### src/rtl/packet_pkg.sv
// Shared packet definitions for the switch fabric and its egress queues.
// Widths, the packed packet bundle and the one-hot port addresses live here.
package packet_pkg;

  localparam int ADDR_WIDTH    = 4;
  localparam int PAYLOAD_WIDTH = 8;
  localparam int PKT_WIDTH     = PAYLOAD_WIDTH + 2 * ADDR_WIDTH;

  typedef struct packed {
    logic [PAYLOAD_WIDTH-1:0] data;
    logic [ADDR_WIDTH-1:0]    target;
    logic [ADDR_WIDTH-1:0]    source;
  } pkt_t;

  localparam logic [ADDR_WIDTH-1:0] PORT0_ADDR = 4'b0001;
  localparam logic [ADDR_WIDTH-1:0] PORT1_ADDR = 4'b0010;
  localparam logic [ADDR_WIDTH-1:0] PORT2_ADDR = 4'b0100;
  localparam logic [ADDR_WIDTH-1:0] PORT3_ADDR = 4'b1000;

endpackage

### src/rtl/sync_fifo.sv
// Single-clock first-word-fall-through FIFO with a separate level counter.
// A push is accepted when full only if a pop happens in the same cycle.
module sync_fifo #(
  parameter int WIDTH = 16,
  parameter int DEPTH = 4
) (
  input  logic                     clk,
  input  logic                     rst_n,
  input  logic                     push,
  input  logic                     pop,
  input  logic [WIDTH-1:0]         wdata,
  output logic [WIDTH-1:0]         rdata,
  output logic [$clog2(DEPTH):0]   level,
  output logic                     full,
  output logic                     empty
);

  localparam int PTR_W = $clog2(DEPTH);
  localparam int LVL_W = PTR_W + 1;

  logic [WIDTH-1:0] mem_q [DEPTH];
  logic [PTR_W-1:0] wr_ptr_q, wr_ptr_d;
  logic [PTR_W-1:0] rd_ptr_q, rd_ptr_d;
  logic [LVL_W-1:0] level_q, level_d;
  logic             do_push;
  logic             do_pop;

  always_comb begin
    do_pop   = pop && (level_q != '0);
    do_push  = push && ((level_q != LVL_W'(DEPTH)) || do_pop);
    wr_ptr_d = wr_ptr_q;
    rd_ptr_d = rd_ptr_q;
    level_d  = level_q;
    if (do_push) wr_ptr_d = wr_ptr_q + PTR_W'(1);
    if (do_pop)  rd_ptr_d = rd_ptr_q + PTR_W'(1);
    if (do_push && !do_pop)      level_d = level_q + LVL_W'(1);
    else if (!do_push && do_pop) level_d = level_q - LVL_W'(1);
  end

  always_ff @(posedge clk or negedge rst_n) begin
    if (!rst_n) begin
      wr_ptr_q <= '0;
      rd_ptr_q <= '0;
      level_q  <= '0;
    end else begin
      wr_ptr_q <= wr_ptr_d;
      rd_ptr_q <= rd_ptr_d;
      level_q  <= level_d;
    end
  end

  // Storage carries no reset; validity is defined solely by level_q.
  always_ff @(posedge clk) begin
    if (do_push) mem_q[wr_ptr_q] <= wdata;
  end

  assign rdata = mem_q[rd_ptr_q];
  assign level = level_q;
  assign full  = (level_q == LVL_W'(DEPTH));
  assign empty = (level_q == '0);

endmodule

### src/rtl/switch_egress_queue.sv
// Per-port egress buffer: classifies switch output packets, queues matching
// ones, and counts overflow drops and misroutes with saturating counters.
module switch_egress_queue #(
  parameter int                       ADDR_WIDTH    = packet_pkg::ADDR_WIDTH,
  parameter int                       PAYLOAD_WIDTH = packet_pkg::PAYLOAD_WIDTH,
  parameter logic [ADDR_WIDTH-1:0]    PORT_ADDR     = packet_pkg::PORT0_ADDR,
  parameter int                       DEPTH         = 4,
  parameter int                       CNT_WIDTH     = 8
) (
  input  logic                       clk,
  input  logic                       rst_n,
  input  logic                       valid_in,
  input  logic [ADDR_WIDTH-1:0]      source_in,
  input  logic [ADDR_WIDTH-1:0]      target_in,
  input  logic [PAYLOAD_WIDTH-1:0]   data_in,
  input  logic                       out_ready,
  input  logic                       clr_cnt,
  output logic                       out_valid,
  output logic [ADDR_WIDTH-1:0]      out_source,
  output logic [ADDR_WIDTH-1:0]      out_target,
  output logic [PAYLOAD_WIDTH-1:0]   out_data,
  output logic [$clog2(DEPTH):0]     level,
  output logic                       full,
  output logic                       empty,
  output logic [CNT_WIDTH-1:0]       drop_cnt,
  output logic [CNT_WIDTH-1:0]       misroute_cnt
);

  localparam int PKT_W = PAYLOAD_WIDTH + 2 * ADDR_WIDTH;

  logic                 addr_match;
  logic                 is_misroute;
  logic                 is_overflow;
  logic                 fifo_push;
  logic                 fifo_pop;
  logic                 fifo_full;
  logic                 fifo_empty;
  logic [PKT_W-1:0]     fifo_wdata;
  logic [PKT_W-1:0]     fifo_rdata;
  logic [CNT_WIDTH-1:0] drop_cnt_q, drop_cnt_d;
  logic [CNT_WIDTH-1:0] misroute_cnt_q, misroute_cnt_d;

  // Misroute is decided on the address alone, before any fullness check.
  always_comb begin
    addr_match  = (target_in == PORT_ADDR);
    fifo_pop    = out_ready && !fifo_empty;
    is_misroute = valid_in && !addr_match;
    fifo_push   = valid_in && addr_match && (!fifo_full || fifo_pop);
    is_overflow = valid_in && addr_match && fifo_full && !fifo_pop;
    fifo_wdata  = {data_in, target_in, source_in};
  end

  always_comb begin
    drop_cnt_d     = drop_cnt_q;
    misroute_cnt_d = misroute_cnt_q;
    if (clr_cnt) begin
      drop_cnt_d     = '0;
      misroute_cnt_d = '0;
    end else begin
      if (is_overflow && (drop_cnt_q != '1))
        drop_cnt_d = drop_cnt_q + CNT_WIDTH'(1);
      if (is_misroute && (misroute_cnt_q != '1))
        misroute_cnt_d = misroute_cnt_q + CNT_WIDTH'(1);
    end
  end

  always_ff @(posedge clk or negedge rst_n) begin
    if (!rst_n) begin
      drop_cnt_q     <= '0;
      misroute_cnt_q <= '0;
    end else begin
      drop_cnt_q     <= drop_cnt_d;
      misroute_cnt_q <= misroute_cnt_d;
    end
  end

  sync_fifo #(
    .WIDTH (PKT_W),
    .DEPTH (DEPTH)
  ) u_fifo (
    .clk   (clk),
    .rst_n (rst_n),
    .push  (fifo_push),
    .pop   (fifo_pop),
    .wdata (fifo_wdata),
    .rdata (fifo_rdata),
    .level (level),
    .full  (fifo_full),
    .empty (fifo_empty)
  );

  assign out_valid    = !fifo_empty;
  assign out_data     = fifo_rdata[PKT_W-1 -: PAYLOAD_WIDTH];
  assign out_target   = fifo_rdata[2*ADDR_WIDTH-1 -: ADDR_WIDTH];
  assign out_source   = fifo_rdata[ADDR_WIDTH-1:0];
  assign full         = fifo_full;
  assign empty        = fifo_empty;
  assign drop_cnt     = drop_cnt_q;
  assign misroute_cnt = misroute_cnt_q;

endmodule

### config.mk
export PLATFORM = sky130hd
export DESIGN_NAME = switch_egress_queue
export DESIGN_NICKNAME = d
export VERILOG_FILES = /design/src/rtl/packet_pkg.sv /design/src/rtl/sync_fifo.sv /design/src/rtl/switch_egress_queue.sv
export SDC_FILE = /design/constraint.sdc
export NUM_CORES = 1
export LEC_CHECK = 0
export CAP_MARGIN = 40
export CORE_UTILIZATION = 32
export DETAILED_ROUTE_END_ITERATION = 12
export GPL_TIMING_DRIVEN = 0
export SYNTH_ARGS = -nofsm -noshare
export SYNTH_HDL_FRONTEND = slang
export SYNTH_SLANG_ARGS = --single-unit
### constraint.sdc
create_clock -name clk -period 2.9 [get_ports clk]
set_clock_uncertainty 0.15 [all_clocks]
set_input_delay 0.29 -clock clk [delete_from_list [all_inputs] [get_ports clk]]
set_output_delay 0.29 -clock clk [all_outputs]
set_load 0.01 [all_outputs]
==> flow_summary_export.csv <==
group,metric,value,unit
run_status,status,"completed",
logic_synthesis,synthTopCellsByArea,"edfxtp_1 (53%), dfrtp_1 (16%), mux4_2 (9.9%)",
setup_path,r2r-start,"u_fifo.level[1]",
setup_path,critPathLaunch,"u_fifo.rd_ptr_q[0]",
placed_design,place_ws,-0.636,ns
drt,drc,0,
floorplanning,coreArea,10900,um2
timing,setup-tns-final,0,ns
drt,dr.pass1.iters,4,
setup_path,worst_ep_arrival_time,2.28,ns
logic_synthesis,synth_area_leader_cell,"edfxtp_1",
floorplanning,die_x,109,um
timing,max_freq,0.368,GHz
floorplanning,dieArea,11800,um2
clock_network,clkTransAtPathRegs,0.06,ns
global_routing,grt_max_degree,17,
setup_path,crit_fanout,10,
logic_synthesis,synth_top_family_by_area,"multiplexers",
finish,fillers,1005,
logic_synthesis,ys_seq_elements,87,
timing,hold_slack,0.149,ns
logic_synthesis,synthXorXnorAreaFrac,1.69,%
setup_path,critPathLaunchType,"flop",
clock_network,cts_hold_buf,0,
timing,final_max_slew_viol_count,0,
setup_path,cp-end-kind,"primary output",
pwr,switching_share,25.4,%
logic_synthesis,synthSimpleGateAreaFrac,9.89,%
flow_run,maxCapViolations,0,
timing,final-setup-viol-count,0,
placed_design,dp_hpwl,4730,um
clock_network,cts.sinks,87,
floorplanning,initial_utilization,33.2,%
timing,finalHoldViolCount,0,
logic_synthesis,synth-seq-area-share,68.8,%
global_routing,grt_usage,13.2,%
finish,fin_nets,320,
logic_synthesis,yosys.area_share.adder,2.96,%
pwr,ir_drop,368,uV
finish,post-route-cell-area,4780,um2
hold_path,holdCritPathClass,"primary input to asynchronous set/reset pin",
clock_network,clk-insertion-delay-late,0.33,ns
clock_network,tritoncts,"yes",
logic_synthesis,ys_types,41,
timing,tightest_slew,0.748,ns
logic_synthesis,syn_avg_cell_area,16.5,um2
setup_path,r2r_cells,7,
clock_network,clock-root-buffer,"clkbuf_16",
setup_path,worstPathRequired,2.46,ns
pwr,p_leak,1.66,nW
finish,layout_common_cells,"edfxtp_1 (64), clkdlybuf4s50_1 (57), dfrtp_1 (22)",
placed_design,port_buffers,57,
pwr,intPower,2.73,mW
logic_synthesis,synthMuxAreaShare,11.1,%
logic_synthesis,ys_async_sr_fraction,26.4,%
drt,drt-total-wl,7100,um
logic_synthesis,netlist_instances,220,
logic_synthesis,yosysWarnings,0,
pwr,power_frac_seq,41.8,%
finish,drive_above_1_share,16.9,%
drt,dr_total_vias,2118,
timing,finalCriticalPeriod,2.72,ns
global_routing,grt_overflow,0,
finish,antenna_cells,0,
setup_path,r2r_end,"u_fifo.level[1]",
floorplanning,num_rows,38,
drt,routedWlPerCell,16.3,um
pwr,combPwrFrac,25.5,%
timing,setup_ws,0.181,ns
logic_synthesis,netlist_area,3630,um2
drt,via_per_inst,4.87,
clock_network,cts_made_buffers,9,
drt,drt_iter0_drc,115,
drt,ant_nets,0,
timing,period_share,93.8,%
setup_path,critPathKind,"flop to primary output",
finish,final_common_cell,"edfxtp_1",
global_routing,antenna_found_initial,0,
clock_network,htree_levels,3,
setup_path,ff2ff_setup_slack,0.22,ns
floorplanning,die_y,109,um
logic_synthesis,synth_compound_area_share,3.82,%
clock_network,cts_max_path_buffers,2,
timing,max_slew_margin,49.5,%
logic_synthesis,netlist.area_leader.share,52.9,%
global_routing,grt_first_pass_wirelength,11200,um
logic_synthesis,ys.flop_type,"edfxtp_1",
logic_synthesis,synth_edf_count,64,
floorplanning,io_pins,59,
pwr,power.density,765,nW/um2
placed_design,dpl_cell_area,4450,um2
placed_design,place.gp.congestion,0.798,
timing,rsz0062_at_grt,"no",
pwr,power_switching,931,uW
pwr,p_clk_share,32.8,%
logic_synthesis,syn-num-nets,249,
global_routing,grt_pass1_vias,2151,
finish,syn_to_final_growth,31.7,%
[registers in the layout (all words and copies together), names as in the netlist]
signal / cells
drop_cnt: 8
u_fifo.mem_q: 64
misroute_cnt: 8
u_fifo.rd_ptr_q: 2
u_fifo.level: 3
u_fifo.wr_ptr_q: 2
[area by class of cell]
| type | instances | area, um2 | share of cell area [%] |
|---|---|---|---|
| buffer | 6 | 35.0 | 0.732 |
| clock buffer | 9 | 225 | 4.71 |
| clock inverter | 6 | 86.3 | 1.80 |
| inverter | 7 | 26.3 | 0.549 |
| multi-input combinational | 118 | 1090 | 22.7 |
| sequential | 87 | 2500 | 52.2 |
| tap | 140 | 175 | 3.66 |
| timing repair buffer | 62 | 651 | 13.6 |
[cell usage after synthesis (4+ instances only)]
cell type,number
and2_1,4
nor2_1,10
xnor2_1,4
nor4_1,4
clkbuf_1,4
nor3_1,6
ha_1,7
mux4_2,16
a21oi_1,7
inv_1,7
dfrtp_1,23
nand3_1,7
edfxtp_1,64
nand2_1,8
[cell families after synthesis]
group | Yosys count
adders and majority gates | 8
DFF | 87
and+or+nand+nor | 61
muxes | 20
buffers and inverters | 15
xor gates and xnor gates | 7
AOI/OAI and AO/OA | 22
[worst max path at each step]
stage | end | slack [ns] | cells after the start
after CTS | u_fifo.level[2] | 0.02 | 10
after global placement | u_fifo.mem_q[0][8] | -0.62 | 5
final | out_target[3] | 0.18 | 3
after global routing | out_target[3] | 0.02 | 3
after detailed placement | u_fifo.mem_q[3][7] | -0.64 | 5
after floorplan | u_fifo.level[1] | 0.35 | 7
[critical path: stages (launching register included)]
cell	delay, ns
dfrtp_2	0.56
clkbuf_4	0.35
mux4_2	0.54
clkdlybuf4s50_1	0.49
[through the flow]
stage / cells / total power, mW / util (%)
finish: 435 / 3.66 / 43.7
global route: 435 / 3.85 / 43.7
CTS: 435 / 3.73 / 43.6
detailed placement: 421 / 2.51 / 40.7
global placement: 417 / 2.48 / 40.0
floorplan: 220 / 2.03 / -
[layer usage]
metal / vias to the layer above / track usage [%] / routed length (um)
met5: - / 0 / 0
met4: 0 / 5.79 / 110
met3: 11 / 4.52 / 366
met2: 53 / 22.0 / 3480
met1: 1045 / 15.5 / 3140
li1: 1009 / - / -
[power groups by stage]
stage | Sequential (mW) | Clock (mW) | Combinational (mW)
after floorplan | 1.49 | 0 | 0.542
after global routing | 1.55 | 1.29 | 1.02
final | 1.53 | 1.20 | 0.932
after CTS | 1.51 | 1.24 | 0.980
after detailed placement | 1.50 | 0 | 1.02
after global placement | 1.49 | 0 | 0.990
[repair_timing]
action / 4_1_cts / 5_1_grt
gates resized for setup: 4 / 2
endpoints found under the setup margin: 39 / 11
pin swaps: 0 / 1
buffers inserted: 0 / 1
No activity file was read; power rests on OpenSTA's default activity.
